**src/rtl/vga_timing_pkg.sv**
```systemverilog
// ----------------------------------------------------------------------------
// vga_timing_pkg
// Purpose : 640x480@60 raster timing constants, derived totals and sync-window
//           bounds, the horizontal/vertical phase encoding shared by the VGA
//           timing controller, and a small width-conversion helper.
// Ports   : none (package)
// ----------------------------------------------------------------------------
package vga_timing_pkg;

  localparam int unsigned CNT_W   = 10;
  localparam int unsigned CNT_MAX = 1 << CNT_W;

  localparam int unsigned DIV_DEF      = 2;
  localparam int unsigned H_ACTIVE_DEF = 640;
  localparam int unsigned H_FP_DEF     = 16;
  localparam int unsigned H_SYNC_DEF   = 96;
  localparam int unsigned H_BP_DEF     = 48;
  localparam int unsigned V_ACTIVE_DEF = 480;
  localparam int unsigned V_FP_DEF     = 10;
  localparam int unsigned V_SYNC_DEF   = 2;
  localparam int unsigned V_BP_DEF     = 33;
  localparam bit          SYNC_POL_DEF = 1'b0;

  localparam int unsigned H_TOTAL_DEF = H_ACTIVE_DEF + H_FP_DEF + H_SYNC_DEF + H_BP_DEF;
  localparam int unsigned V_TOTAL_DEF = V_ACTIVE_DEF + V_FP_DEF + V_SYNC_DEF + V_BP_DEF;

  localparam int unsigned H_SYNC_START_DEF = H_ACTIVE_DEF + H_FP_DEF;
  localparam int unsigned H_SYNC_END_DEF   = H_SYNC_START_DEF + H_SYNC_DEF - 1;
  localparam int unsigned V_SYNC_START_DEF = V_ACTIVE_DEF + V_FP_DEF;
  localparam int unsigned V_SYNC_END_DEF   = V_SYNC_START_DEF + V_SYNC_DEF - 1;

  typedef enum logic [1:0] {
    PH_ACT  = 2'd0,
    PH_FP   = 2'd1,
    PH_SYNC = 2'd2,
    PH_BP   = 2'd3
  } phase_e;

  // Truncate an elaboration-time count to the raster counter width.
  function automatic logic [CNT_W-1:0] cnt_c(input int unsigned v);
    return v[CNT_W-1:0];
  endfunction

endpackage

```
**src/rtl/vga_timing_ctrl_pix_tick_gen.sv**
```systemverilog
// ----------------------------------------------------------------------------
// pix_tick_gen
// Purpose : divides clk by DIV into a one-clk pixel enable. The divider and
//           the pending tick both freeze while en is low, so pausing never
//           drops or adds a tick and the phase resumes exactly.
// Ports   : clk      in  system clock
//           rst_n    in  synchronous active-low reset
//           en       in  run enable
//           pix_tick out one-clk pulse every DIV clks while en=1
// ----------------------------------------------------------------------------
module pix_tick_gen #(
  parameter int unsigned DIV = 2
) (
  input  logic clk,
  input  logic rst_n,
  input  logic en,
  output logic pix_tick
);

  localparam int unsigned   CW   = (DIV > 1) ? $clog2(DIV) : 1;
  localparam logic [CW-1:0] LAST = CW'(DIV - 1);

  logic [CW-1:0] div_q;
  logic [CW-1:0] div_d;
  logic          tick_q;

  assign div_d = (div_q == LAST) ? '0 : div_q + 1'b1;

  always_ff @(posedge clk) begin
    if (!rst_n) begin
      div_q  <= '0;
      tick_q <= 1'b0;
    end else if (en) begin
      div_q  <= div_d;
      tick_q <= (div_q == LAST);
    end
  end

  // A tick held across a pause is masked until en returns.
  assign pix_tick = tick_q & en;

endmodule

```
**src/rtl/vga_timing_ctrl.sv**
```systemverilog
// ----------------------------------------------------------------------------
// vga_timing_ctrl
// Purpose : single-clock VGA raster sequencer. A pixel-tick enable advances
//           the horizontal/vertical counters; phase FSMs track the porch/sync
//           regions, and every level output is registered from next-state
//           values so it lines up with x/y on the same edge.
// Ports   : clk         in   system clock (50 MHz)
//           rst_n       in   synchronous active-low reset
//           en          in   run enable, low freezes the raster
//           pix_tick    out  pixel-rate enable pulse
//           hsync       out  horizontal sync, asserted level = SYNC_POL
//           vsync       out  vertical sync, asserted level = SYNC_POL
//           video_on    out  high inside the visible region
//           x, y        out  current h/v count
//           line_start  out  one-clk pulse after h wraps to 0
//           frame_start out  one-clk pulse after (h,v) wraps to (0,0)
//
// state   | meaning (same encoding for the h and v phase FSMs)
// PH_ACT  | visible pixels / lines
// PH_FP   | front porch
// PH_SYNC | sync pulse asserted
// PH_BP   | back porch
// ----------------------------------------------------------------------------
module vga_timing_ctrl
  import vga_timing_pkg::*;
#(
  parameter int unsigned DIV      = DIV_DEF,
  parameter int unsigned H_ACTIVE = H_ACTIVE_DEF,
  parameter int unsigned H_FP     = H_FP_DEF,
  parameter int unsigned H_SYNC   = H_SYNC_DEF,
  parameter int unsigned H_BP     = H_BP_DEF,
  parameter int unsigned V_ACTIVE = V_ACTIVE_DEF,
  parameter int unsigned V_FP     = V_FP_DEF,
  parameter int unsigned V_SYNC   = V_SYNC_DEF,
  parameter int unsigned V_BP     = V_BP_DEF,
  parameter bit          SYNC_POL = SYNC_POL_DEF
) (
  input  logic       clk,
  input  logic       rst_n,
  input  logic       en,
  output logic       pix_tick,
  output logic       hsync,
  output logic       vsync,
  output logic       video_on,
  output logic [9:0] x,
  output logic [9:0] y,
  output logic       line_start,
  output logic       frame_start
);

  localparam int unsigned H_TOTAL = H_ACTIVE + H_FP + H_SYNC + H_BP;
  localparam int unsigned V_TOTAL = V_ACTIVE + V_FP + V_SYNC + V_BP;

  // Every phase must be at least one count wide: the phase FSMs step through
  // each state in order and would stall on a zero-width phase.
  if (H_TOTAL > CNT_MAX || V_TOTAL > CNT_MAX || DIV < 1 ||
      H_ACTIVE < 1 || H_FP < 1 || H_SYNC < 1 || H_BP < 1 ||
      V_ACTIVE < 1 || V_FP < 1 || V_SYNC < 1 || V_BP < 1) begin : g_bad_params
    $error("vga_timing_ctrl: invalid raster timing parameters");
  end

  localparam logic [CNT_W-1:0] H_LAST       = cnt_c(H_TOTAL - 1);
  localparam logic [CNT_W-1:0] V_LAST       = cnt_c(V_TOTAL - 1);
  localparam logic [CNT_W-1:0] H_FP_START   = cnt_c(H_ACTIVE);
  localparam logic [CNT_W-1:0] H_SYNC_START = cnt_c(H_ACTIVE + H_FP);
  localparam logic [CNT_W-1:0] H_BP_START   = cnt_c(H_ACTIVE + H_FP + H_SYNC);
  localparam logic [CNT_W-1:0] V_FP_START   = cnt_c(V_ACTIVE);
  localparam logic [CNT_W-1:0] V_SYNC_START = cnt_c(V_ACTIVE + V_FP);
  localparam logic [CNT_W-1:0] V_BP_START   = cnt_c(V_ACTIVE + V_FP + V_SYNC);

  logic [CNT_W-1:0] h_q, h_d;
  logic [CNT_W-1:0] v_q, v_d;
  phase_e           h_phase_q, h_phase_d;
  phase_e           v_phase_q, v_phase_d;
  logic             hsync_q, vsync_q, video_on_q;
  logic             line_start_q, frame_start_q;
  logic             h_wrap, f_wrap;

  pix_tick_gen #(
    .DIV(DIV)
  ) u_tick (
    .clk     (clk),
    .rst_n   (rst_n),
    .en      (en),
    .pix_tick(pix_tick)
  );

  always_comb begin
    h_wrap = pix_tick && (h_q == H_LAST);
    f_wrap = h_wrap && (v_q == V_LAST);
    h_d    = h_q;
    v_d    = v_q;
    if (pix_tick) h_d = h_wrap ? '0 : h_q + 1'b1;
    if (h_wrap)   v_d = (v_q == V_LAST) ? '0 : v_q + 1'b1;
  end

  // Phase transitions look at the next count, so the registered decode lands
  // on the same edge as the counter that caused it.
  always_comb begin
    h_phase_d = h_phase_q;
    case (h_phase_q)
      PH_ACT:  if (h_d == H_FP_START)   h_phase_d = PH_FP;
      PH_FP:   if (h_d == H_SYNC_START) h_phase_d = PH_SYNC;
      PH_SYNC: if (h_d == H_BP_START)   h_phase_d = PH_BP;
      PH_BP:   if (h_d == '0)           h_phase_d = PH_ACT;
      default:                          h_phase_d = PH_ACT;
    endcase
  end

  always_comb begin
    v_phase_d = v_phase_q;
    case (v_phase_q)
      PH_ACT:  if (v_d == V_FP_START)   v_phase_d = PH_FP;
      PH_FP:   if (v_d == V_SYNC_START) v_phase_d = PH_SYNC;
      PH_SYNC: if (v_d == V_BP_START)   v_phase_d = PH_BP;
      PH_BP:   if (v_d == '0)           v_phase_d = PH_ACT;
      default:                          v_phase_d = PH_ACT;
    endcase
  end

  always_ff @(posedge clk) begin
    if (!rst_n) begin
      h_q           <= '0;
      v_q           <= '0;
      h_phase_q     <= PH_ACT;
      v_phase_q     <= PH_ACT;
      hsync_q       <= ~SYNC_POL;
      vsync_q       <= ~SYNC_POL;
      video_on_q    <= 1'b0;
      line_start_q  <= 1'b0;
      frame_start_q <= 1'b0;
    end else begin
      h_q        <= h_d;
      v_q        <= v_d;
      h_phase_q  <= h_phase_d;
      v_phase_q  <= v_phase_d;
      hsync_q    <= (h_phase_d == PH_SYNC) ? SYNC_POL : ~SYNC_POL;
      vsync_q    <= (v_phase_d == PH_SYNC) ? SYNC_POL : ~SYNC_POL;
      video_on_q <= (h_phase_d == PH_ACT) && (v_phase_d == PH_ACT);
      // Pulses freeze with the rest of the state during a pause and are
      // masked at the output, so a wrap just before a pause is reported once.
      if (en) begin
        line_start_q  <= h_wrap;
        frame_start_q <= f_wrap;
      end
    end
  end

  assign hsync       = hsync_q;
  assign vsync       = vsync_q;
  assign video_on    = video_on_q;
  assign x           = h_q;
  assign y           = v_q;
  assign line_start  = line_start_q & en;
  assign frame_start = frame_start_q & en;

endmodule

```
**config.mk**
```make
export PLATFORM = sky130hd
export DESIGN_NAME = vga_timing_ctrl
export DESIGN_NICKNAME = d
export VERILOG_FILES = /design/src/rtl/vga_timing_pkg.sv /design/src/rtl/vga_timing_ctrl_pix_tick_gen.sv /design/src/rtl/vga_timing_ctrl.sv
export SDC_FILE = /design/constraint.sdc
export NUM_CORES = 1
export LEC_CHECK = 0
export ABC_CLOCK_PERIOD_IN_PS = 5990
export CORE_ASPECT_RATIO = 2
export CORE_MARGIN = 2
export CORE_UTILIZATION = 59
export DETAILED_ROUTE_END_ITERATION = 8
export PLACE_DENSITY_LB_ADDON = 0.3
export SLEW_MARGIN = 20
export SYNTH_ARGS = -nofsm -noshare
export SYNTH_HDL_FRONTEND = slang
export SYNTH_HIERARCHICAL = 1
export SYNTH_SLANG_ARGS = --single-unit
```
**constraint.sdc**
```tcl
create_clock -name clk -period 5.99 [get_ports clk]
set_clock_uncertainty 0.05 [all_clocks]
set_input_delay 0.599 -clock clk [delete_from_list [all_inputs] [get_ports clk]]
set_output_delay 0.599 -clock clk [all_outputs]
set_load 0.1 [all_outputs]
```
==> flow_summary.toml <==
[global_routing]
gr-usage-met1_pct = 32.7
grt_pass1_vias = 2115
grt_pass1_wl_um = 9860
grt_overflow = 0
track_usage_pct = 31.3
grt_max_degree = 29
use_met3_pct = 3.80
grt-busiest-layer = "met2"
antenna_found_initial = 0
met2_usage_pct = 51.8

[synth]
yosys.cell_types.count = 68
synth-seq-cells = 31
synthArstFlopShare_pct = 0
dominantRegCellSynth = "dfxtp_1"
yosys_warnings = 6
syn_area_per_cell_um2 = 8.29
ys_seq_area_share_pct = 28.3
synth_edf_count = 0
syn_inst = 265
syn_area_um2 = 2200
synth.area.top_cells = "dfxtp_1 28%, and2_1 4.3%, nand4_1 3.7%"
synth_nets = 271
synth_top_area_cell = "dfxtp_1"
yosysTopAreaCellShare_pct = 28.3

[cts]
cts_tree = "done"
clkLatencyLatePin_ns = 0.28
cts_max_level = 2
path_clk_slew_ns = 0.06
cts-buffers-inserted = 5
clockBufferDepth = 2
post_cts_buffers = 0
root_buffer = "clkbuf_8"
hold_buffers = 0
cts.sinks = 31
ctsResizeCount = 0

[routing]
drc = 0
antenna_left = 0
wire_per_inst_um = 17.9
via_per_inst = 6.49
dr.pass1.iters = 4
dr_total_vias = 2187
routed_wl_um = 6030
drtIter0Drc = 100

[layout]
antenna_cells = 0
nets = 293
layout-drive-gt1-share_pct = 9.03
final_util_pct = 70.0
stdcell_count = 337
mostFrequentLayoutCells = "31 x dfxtp_1, 28 x clkdlybuf4s50_1, 20 x nor2_1, 16 x nand2_1, 15 x and2_1"
syn_to_final_growth_pct = 15.0
design_area_um2 = 2530
final_common_cell = "dfxtp_1"

[timing]
whs_ns = 0.472
finalHoldViolations = 0
setup_violations = 0
fmaxAchievable_ghz = 0.271
slew_headroom_pct = 34.6
period_needed_ns = 3.69
finalCritPeriodShare_pct = 61.6
tightest_slew_ns = 0.978
drv_slew = 0
fin_ws_ns = 2.30
rsz0062_at_grt = "false"
finalSetupTns_ns = 0

[setup_path]
r2r_start = "x[0]"
arrival_ns = 3.81
criticalPathCategory = "primary input to register"
reg2reg_depth = 8
cp-end-kind = "register"
r2r-end = "vsync"
crit_fanout = 19
ff2ff_setup_slack_ns = 2.76
cp-start-kind = "primary input"
worst_ep_required_time_ns = 6.11

[power_and_ir_drop]
finalPower_uw = 386
p_leak_nw = 0.861
p_per_area_nw_per_um2 = 153
ir_drop_mv = 0.142

[hold_path]
min_to = "u_tick/tick_q"
hp-start = "u_tick/tick_q"
min-delay-path-class = "register to register"
holdPathStages = 2

[job]
max_cap_viol_count = 0

[floorplanning]
initial_core_util_pct = 60.9
pin_count = 29
core_area_um2 = 3610
die_area_um2 = 4260
dieWidth_um = 47.1
die_y_um = 90.3
fp-row-count = 31

[status]
status = "finished, final reports clean"

[placed_design]
io_buffers = 28
place_ws_ns = 2.06
place_inst = 329
hpwl_um = 4510
placed_area_um2 = 2440
place_congestion = 0.940
kinds of logic after synthesis:
logic type | synth area share [%]
flops | 28.3
xor+xnor | 3.59
compound gates | 22.5
simple gates | 35.4
buf+inv | 6.27
fa+ha+maj | 1.71
mux | 2.28
worst max-delay path: stages:
cell and delay, ns:
clkdlybuf4s50_1 0.58, and2_2 0.34, and2_1 0.30, nand4_2 0.45
nor4_1 0.60, nand3b_1 0.17, a2111oi_2 0.47, nand2_1 0.12
a21o_1 0.16
flip-flops by register name (all words and copies together), names as in the netlist:
name           cells
video_on           1
u_tick/tick_q      1
y                 10
line_start_q       1
frame_start_q      1
v_phase_q          2
h_phase_q          2
vsync              1
hsync              1
u_tick/div_q       1
x                 10
metal layers:
layer,routed length [µm],vias up,share of wire (%)
met2,3200,105,53
li1,-,1035,-
met3,326,32,5.4
met1,2070,1015,34
met4,430,0,7.1
met5,0,-,0
Yosys cell counts (all sizes together), types with 3 or more instances:
cell	number
o21ai	9
a21oi	7
or3	3
a41oi	3
buf	3
clkbuf	11
a21boi	8
a211oi	3
a22o	3
a21o	4
nand2b	3
nor3b	3
nor3	5
nor2b	9
xor2	7
mux2i	5
o31a	4
nand2	17
nor4	8
ha	3
nor2	20
inv	10
and2	19
nand4	14
nand3	12
dfxtp	31
and3	6
nand3b	3
worst max path at each step:
stage	slack (ns)	startpoint	depth (start not counted)	end
2_1_floorplan	2.61	x[0]	8	hsync
3_3_place_gp	2.15	en	9	vsync
3_5_place_dp	2.06	en	9	vsync
4_1_cts	2.35	en	9	vsync
5_1_grt	2.08	en	9	v_phase_q[1]
6_report	2.30	en	9	vsync
power breakdown:
group | total, mW | internal, mW | switching, mW
clock | 0.155 | 0.0814 | 0.0737
sequential | 0.209 | 0.208 | 0.00129
combinational | 0.0218 | 0.00774 | 0.0141
total | 0.386 | 0.297 | 0.0891
final cells by class:
type	instances	area, µm²
Clock buffer	7	76.3
Inverter	10	37.5
Clock inverter	1	5.00
Multi-Input combinational cell	210	1440
Tap cell	49	61.3
Timing Repair Buffer	29	288
Sequential cell	31	621
Fill cell	309	1080
Power figures use the tool's default switching activity.
